## src/rtl/conv_window_accum.sv

```systemverilog
// rtl/conv_window_accum.sv - KxK multi-map conv window MAC with bias, shift, saturate; optional ReLU via CONV_ACC_RELU_EN
module conv_window_accum #(
    parameter int KERNEL_WIDTH = 3,
    parameter int IN_MAPS      = 2,
    parameter int DATA_WIDTH   = 16,
    parameter int WEIGHT_WIDTH = 16,
    parameter int ACC_WIDTH    = 40,
    parameter int OUT_WIDTH    = 16,
    parameter int FRAC_SHIFT   = 8
) (
    input  logic                    clk,
    input  logic                    reset,
    input  logic                    in_valid,
    input  logic [DATA_WIDTH-1:0]   pix_a,
    input  logic [DATA_WIDTH-1:0]   pix_b,
    input  logic [WEIGHT_WIDTH-1:0] wgt_a,
    input  logic [WEIGHT_WIDTH-1:0] wgt_b,
    input  logic [ACC_WIDTH-1:0]    bias,
    input  logic                    out_ready,
    output logic                    out_valid,
    output logic [OUT_WIDTH-1:0]    out_data,
    output logic                    overrun,
    output logic [15:0]             win_count
);

    localparam int TAPS       = KERNEL_WIDTH * KERNEL_WIDTH;
    localparam int BEATS      = (TAPS + 1) / 2;
    localparam bit ODD_TAPS   = (TAPS % 2) == 1;
    localparam int PROD_WIDTH = DATA_WIDTH + WEIGHT_WIDTH;
    localparam logic signed [ACC_WIDTH-1:0] SAT_MAX =
        ACC_WIDTH'((64'sd1 <<< (OUT_WIDTH - 1)) - 64'sd1);
    localparam logic signed [ACC_WIDTH-1:0] SAT_MIN = ~SAT_MAX;

    logic [15:0] beat_cnt;
    logic [15:0] map_cnt;
    logic        beat_last;
    logic        map_last;

    logic                           s1_valid, s1_first, s1_last, s1_mask_b;
    logic signed [DATA_WIDTH-1:0]   s1_pix_a, s1_pix_b;
    logic signed [WEIGHT_WIDTH-1:0] s1_wgt_a, s1_wgt_b;
    logic signed [ACC_WIDTH-1:0]    s1_bias;
    logic signed [PROD_WIDTH-1:0]   prod_a, prod_b;

    logic                        s2_valid, s2_first, s2_last;
    logic signed [ACC_WIDTH-1:0] s2_prod_a, s2_prod_b, s2_bias;

    logic                        s3_valid;
    logic signed [ACC_WIDTH-1:0] acc, s3_bias, biased;

    logic                        fin_valid;
    logic signed [ACC_WIDTH-1:0] fin_shift;
    logic [OUT_WIDTH-1:0]        sat_data;

    assign beat_last = (beat_cnt == 16'(BEATS - 1));
    assign map_last  = (map_cnt == 16'(IN_MAPS - 1));

    // Beat/map position inside the current window; only advances on accepted beats.
    always_ff @(posedge clk or posedge reset) begin
        if (reset) begin
            beat_cnt <= '0;
            map_cnt  <= '0;
        end else if (in_valid) begin
            if (beat_last) begin
                beat_cnt <= '0;
                map_cnt  <= map_last ? '0 : map_cnt + 16'd1;
            end else begin
                beat_cnt <= beat_cnt + 16'd1;
            end
        end
    end

    // S1: capture operands and window position tags; bias only matters on the window's last beat.
    always_ff @(posedge clk or posedge reset) begin
        if (reset) begin
            s1_valid  <= 1'b0;
            s1_first  <= 1'b0;
            s1_last   <= 1'b0;
            s1_mask_b <= 1'b0;
            s1_pix_a  <= '0;
            s1_pix_b  <= '0;
            s1_wgt_a  <= '0;
            s1_wgt_b  <= '0;
            s1_bias   <= '0;
        end else begin
            s1_valid <= in_valid;
            if (in_valid) begin
                s1_first  <= (beat_cnt == 16'd0) && (map_cnt == 16'd0);
                s1_last   <= beat_last && map_last;
                s1_mask_b <= ODD_TAPS && beat_last;
                s1_pix_a  <= $signed(pix_a);
                s1_pix_b  <= $signed(pix_b);
                s1_wgt_a  <= $signed(wgt_a);
                s1_wgt_b  <= $signed(wgt_b);
                if (beat_last && map_last) begin
                    s1_bias <= $signed(bias);
                end
            end
        end
    end

    assign prod_a = PROD_WIDTH'(s1_pix_a) * PROD_WIDTH'(s1_wgt_a);
    assign prod_b = PROD_WIDTH'(s1_pix_b) * PROD_WIDTH'(s1_wgt_b);

    // S2: full-precision products widened to the accumulator; lane B dropped on the odd tail tap.
    always_ff @(posedge clk or posedge reset) begin
        if (reset) begin
            s2_valid  <= 1'b0;
            s2_first  <= 1'b0;
            s2_last   <= 1'b0;
            s2_prod_a <= '0;
            s2_prod_b <= '0;
            s2_bias   <= '0;
        end else begin
            s2_valid <= s1_valid;
            if (s1_valid) begin
                s2_first  <= s1_first;
                s2_last   <= s1_last;
                s2_prod_a <= ACC_WIDTH'(prod_a);
                s2_prod_b <= s1_mask_b ? '0 : ACC_WIDTH'(prod_b);
                s2_bias   <= s1_bias;
            end
        end
    end

    // S3: wrapping accumulation, restarted by the first beat of each window.
    always_ff @(posedge clk or posedge reset) begin
        if (reset) begin
            acc      <= '0;
            s3_valid <= 1'b0;
            s3_bias  <= '0;
        end else begin
            s3_valid <= s2_valid && s2_last;
            if (s2_valid) begin
                acc <= (s2_first ? '0 : acc) + s2_prod_a + s2_prod_b;
            end
            if (s2_valid && s2_last) begin
                s3_bias <= s2_bias;
            end
        end
    end

    assign biased = acc + s3_bias;

    // Finalize: add bias and scale down once the window total is complete.
    always_ff @(posedge clk or posedge reset) begin
        if (reset) begin
            fin_valid <= 1'b0;
            fin_shift <= '0;
        end else begin
            fin_valid <= s3_valid;
            if (s3_valid) begin
                fin_shift <= biased >>> FRAC_SHIFT;
            end
        end
    end

    // Clamp to the signed output range, optionally rectifying negatives.
    always_comb begin
        sat_data = fin_shift[OUT_WIDTH-1:0];
        if (fin_shift > SAT_MAX) begin
            sat_data = SAT_MAX[OUT_WIDTH-1:0];
        end else if (fin_shift < SAT_MIN) begin
            sat_data = SAT_MIN[OUT_WIDTH-1:0];
        end
`ifdef CONV_ACC_RELU_EN
        if (sat_data[OUT_WIDTH-1]) begin
            sat_data = '0;
        end
`else
        sat_data = sat_data;
`endif
    end

    // Output holding register: new results always win, dropping an unaccepted one flags overrun.
    always_ff @(posedge clk or posedge reset) begin
        if (reset) begin
            out_valid <= 1'b0;
            out_data  <= '0;
            overrun   <= 1'b0;
            win_count <= '0;
        end else if (fin_valid) begin
            out_valid <= 1'b1;
            out_data  <= sat_data;
            win_count <= win_count + 16'd1;
            if (out_valid && !out_ready) begin
                overrun <= 1'b1;
            end
        end else if (out_valid && out_ready) begin
            out_valid <= 1'b0;
        end
    end

endmodule

```

## config.mk

```make
export PLATFORM = sky130hd
export DESIGN_NAME = conv_window_accum
export DESIGN_NICKNAME = d
export VERILOG_FILES = /design/src/rtl/conv_window_accum.sv
export SDC_FILE = /design/constraint.sdc
export NUM_CORES = 2
export LEC_CHECK = 0
export CAP_MARGIN = 20
export CORE_MARGIN = 4
export CORE_UTILIZATION = 55
export DETAILED_ROUTE_END_ITERATION = 7
export PLACE_DENSITY = 0.75
export SYNTH_ARGS = -nofsm -noshare
export SYNTH_HDL_FRONTEND = slang
export SYNTH_SLANG_ARGS = --single-unit
```

## constraint.sdc

```tcl
create_clock -name clk -period 16.2 [get_ports clk]
set_input_delay 3.24 -clock clk [delete_from_list [all_inputs] [get_ports clk]]
set_output_delay 3.24 -clock clk [all_outputs]
set_load 0.05 [all_outputs]
```

; Yosys cells after proc, flatten, opt, wreduce, memory -nomap -nowiden
; Cells that the tools add are included.
[op_classes]
n_reduce_logical = 12
n_eq_ne = 2
mux = 8
multipliers = 2
order_cmp = 2
n_addsub = 6
[ops]
columns = op, count
row1 = $add A40 B40 Y40, 3
row2 = $mux W40, 2
row3 = $mul A16 B16 Y32, 2
row4 = $mux W16, 4
row5 = $add A16 B1 Y16 const B, 3
row6 = $gt A32 B16 Y1 const B, 1
row7 = $logic_not A16 Y1, 2
row8 = $lt A32 B16 Y1 const B, 1
row9 = $eq A16 B1 Y1 const B, 1
row10 = $eq A16 B3 Y1 const B, 1
row11 = $reduce_and A2 Y1, 3
row12 = $logic_and A1 B1 Y1, 5
row13 = $mux W1, 2
row14 = $reduce_bool A2 Y1, 1
row15 = $logic_not A1 Y1, 1
[totals]
reg_bits = 403
output_inout_bits = 34
input_bits = 108
elab_cells = 58

; Depth between registers and ports, before layout
[depth]
word_depth = 3
mapped_depth = 25
mapped_depth_nobuf = 24

; Least setup slack after synthesis
; No wires, ideal clock.
[synth_path]
kind = register to register
from = register s1_pix_a[15]
to = register s2_prod_a[29]
period_less_slack_ns = 6.285
setup_time_ns = 0.095
stages_incl_launch_ff = 24
arrival_ns = 6.190
required_ns = 16.105
n_path_buf = 1
slack_ns = 9.915
cell_sequence = dfrtp_1 clkbuf_1 nand2_1 inv_1 fa_1 inv_1 fa_1 inv_1 fa_1 fa_1 fa_1 inv_1 fa_1 inv_1 ha_1 a21oi_1 o21ai_1 a21o_1 or3_1 or3_1 nor4bb_4 o31a_1 o21a_1 o31ai_1
[synth_via]
elab_chain_cells = 1
[synth_lines]
columns = element, line
row1 = from (decl), 40  ; logic signed [DATA_WIDTH-1:0] s1_pix_a, s1_pix_b;
row2 = from (signal assigned), 91  ; s1_pix_a <= $signed(pix_a);
row3 = $mul A16 B16 Y32, 102  ; assign prod_a = PROD_WIDTH'(s1_pix_a) * PROD_WIDTH'(s1_wgt_a);
row4 = to (signal assigned), 119  ; s2_prod_a <= ACC_WIDTH'(prod_a);
row5 = to (decl), 46  ; logic signed [ACC_WIDTH-1:0] s2_prod_a, s2_prod_b, s2_bias;
; Every way passes these cells.
; A chain may end at the register's enable or synchronous reset.

; Worst setup path after layout
[layout_path]
from = register s1_wgt_a[1]
to = register s2_prod_a[29]
[layout_via]
elab_chain_cells = 1
[layout_lines]
columns = element, line
row1 = from (decl), 41  ; logic signed [WEIGHT_WIDTH-1:0] s1_wgt_a, s1_wgt_b;
row2 = from (signal assigned), 93  ; s1_wgt_a <= $signed(wgt_a);
row3 = $mul A16 B16 Y32, 102
; Every way passes these cells.

==> flow_summary.yaml <==
status:
  outcome: "completed"
layout:
  fillCellCount: 5818
  multiInputGateArea_mm2: 0.0261
  area_growth_pct: 9.99
  antenna_cells: 0
  regArea_mm2: 0.00989
  fin_nets: 4773
  drive_gt1_frac: 0.0956
die:
  die-area_mm2: 0.0753
  row_count: 97
  initial_core_util: 0.556
  io-pin-count: 142
  coreArea_mm2: 0.0701
  fp.dieW_um: 274
  dieHeight_um: 274
timing:
  slew_viol_final: 0
  setup_violations: 0
  tns_ns: 0
  finalCriticalPeriod_ns: 6.75
  hold_viol_final: 0
  worstMarginPinSlew_ns: 1.06
  rsz0062_at_grt: "no"
  skew_ns: 0.0469
  fmax_mhz: 148
  period_share: 0.417
  max-slew-margin-rel: 0.295
synthesis:
  synthTopCellsByArea: "fa_1 (29%), dfrtp_1 (25%), ha_1 (7.9%), mux2_2 (7.2%), inv_1 (6.4%)"
  yosysMostFrequentCell: "inv_1"
  syn_area_per_cell_um2: 10.3
  yosysTopAreaCellShare: 0.289
  syn_inst: 3779
  async_reset_ff_frac: 1.00
  yosys_warnings: 0
  synth_cell_type_count: 81
  ys.flop_type: "dfrtp_1"
  synth-seq-area-share: 0.253
  synth_edf_count: 0
  netlist_area_mm2: 0.0390
  synth.cells.most_frequent: "inv_1 (669), fa_1 (564), dfrtp_1 (395)"
  yosysTopAreaCell: "fa_1"
  synth-seq-cells: 395
  syn_nets: 4698
routing:
  drt-initial-drc-count: 1537
  drt-total-wl_um: 85300
  postRouteAntennaNets: 0
  viasPerCell: 5.47
  wl_per_cell_um: 17.7
  drt_pass1_iterations: 5
  drc: 0
  dr_total_vias: 26445
flow_run:
  maxCapViolCount: 0
cts:
  cts_setup_buffers: 0
  ctsHoldBuffers: 0
  cts_root_buf: "clkbuf_16"
  clock_latency_ns: 0.62
  clk_pin_slew_worst_paths_ns: 0.06
  htree_levels: 2
  cts_sinks: 395
  postCtsResizedCells: 0
  numCtsBuffers: 46
  cts_tree: "yes"
  clockBufferDepth: 3
placement:
  gp_congestion: 0.896
  numPortBuffers: 141
  dpl.hpwl_um: 66300
critical_path:
  setup.worst_path.end: "s2_prod_a[29]"
  cp-end-kind: "register"
  cp.arrival_ns: 7.23
  worstPathRequired_ns: 16.68
  cp_max_fo: 17
  r2r_start: "s1_wgt_a[1]"
  r2r_end: "s2_prod_a[29]"
  r2r_cells: 22
  rrSetupSlack_ns: 9.45
  crit_start: "s1_wgt_a[1]"
  crit_type: "register to register"
  cp-start-kind: "register"
global_routing:
  antenna_found_initial: 0
  grt_max_degree: 145
  grt_pass1_wl_um: 144000
  grt_pass1_vias: 28007
  grt_overflow: 0
  track_usage: 0.236
worst_hold_path:
  worst_hold_path_type: "register to register"
  min-delay-start: "map_cnt[15]"
-- cell type report --
cell class,instances,share of cell area
multi-input cells,2587,0.609
flip-flops and latches,395,0.230
inverters,669,0.0587
repair buffers,155,0.0360
clock buffers,63,0.0309
well taps,940,0.0274
clock inverters,22,0.00743
-- layer usage --
| layer | vias to the layer above | GRT usage | part of all wire |
|---|---|---|---|
| li1 | 12218 | - | - |
| met1 | 13374 | 0.335 | 0.45 |
| met2 | 702 | 0.379 | 0.46 |
| met3 | 151 | 0.0399 | 0.062 |
| met4 | 0 | 0.0668 | 0.029 |
| met5 | - | 0 | 0 |
-- registers in the layout, indices dropped and copies added, names as in the netlist, 32 cells and up --
name       flops
acc           40
s2_bias       40
s3_bias       40
s1_bias       40
fin_shift     32
s2_prod_b     32
s2_prod_a     32
-- cells in the final DEF, fill, tap and decap left out, drive strengths merged, types with 20 or more instances in the layout --
cell	n
o21ai	73
nor3	31
and2	233
and3	25
nand2	356
nor2	100
dfrtp	395
clkbuf	63
nand4	28
inv	675
a22o	23
mux2	250
a21oi	109
o21a	25
ha	247
nand3	62
nor2b	51
clkdlybuf4s50	140
fa	564
o21bai	20
a21o	48
xor2	36
xnor2	111
-- worst max-delay path, cell delays in order (launching register included) --
cell      delay, ns
dfrtp_1        0.57
nand2_1        0.21
inv_1          0.10
fa_1           0.69
inv_1          0.15
fa_1           0.50
inv_1          0.06
fa_1           0.49
fa_1           0.51
fa_1           0.49
inv_1          0.04
fa_1           0.47
inv_1          0.04
ha_1           0.34
a21oi_1        0.15
o21ai_1        0.09
a21o_1         0.21
or3_1          0.30
or3_1          0.33
nor4bb_4       0.17
o31a_1         0.29
o21a_1         0.18
o31ai_1        0.23
-- kinds of logic (layout without fill, tap and decap cells) --
kind of cell               after synthesis  in the layout  share of synthesized area
AOI/OAI and AO/OA                      431            431                     0.0744
buffers and inverters                  797            909                     0.0768
DFF                                    395            395                      0.253
adders and majority gates              811            811                      0.369
muxes                                  251            251                     0.0724
xor gates and xnor gates               147            147                     0.0330
and+or+nand+nor                        947            947                      0.122
-- stage by stage --
stage          cells  setup WS [ns]  hold slack, ns  instance area [µm²]  utilization
6_report        4831           9.45           0.475                42900        0.612
5_1_grt         4831           9.08           0.491                42900        0.612
4_1_cts         4830           9.48           0.476                42900        0.611
3_5_place_dp    4745           9.53           0.464                41200        0.588
3_3_place_gp    4745           9.64           0.451                41200        0.588
2_1_floorplan   3779           1.98           0.405                39000            -
-- worst min-delay path by stage --
stage	depth (start not counted)	slack (ns)	end
final	1	0.47	map_cnt[15]
after global routing	1	0.49	beat_cnt[15]
after CTS	1	0.48	map_cnt[15]
after detailed placement	1	0.46	map_cnt[15]
after global placement	1	0.45	overrun
after floorplan	0	0.41	fin_valid
Power is left out: the tool's default activity adds up to more than one toggle a clock period on the data nets, which glitch-free logic cannot reach.
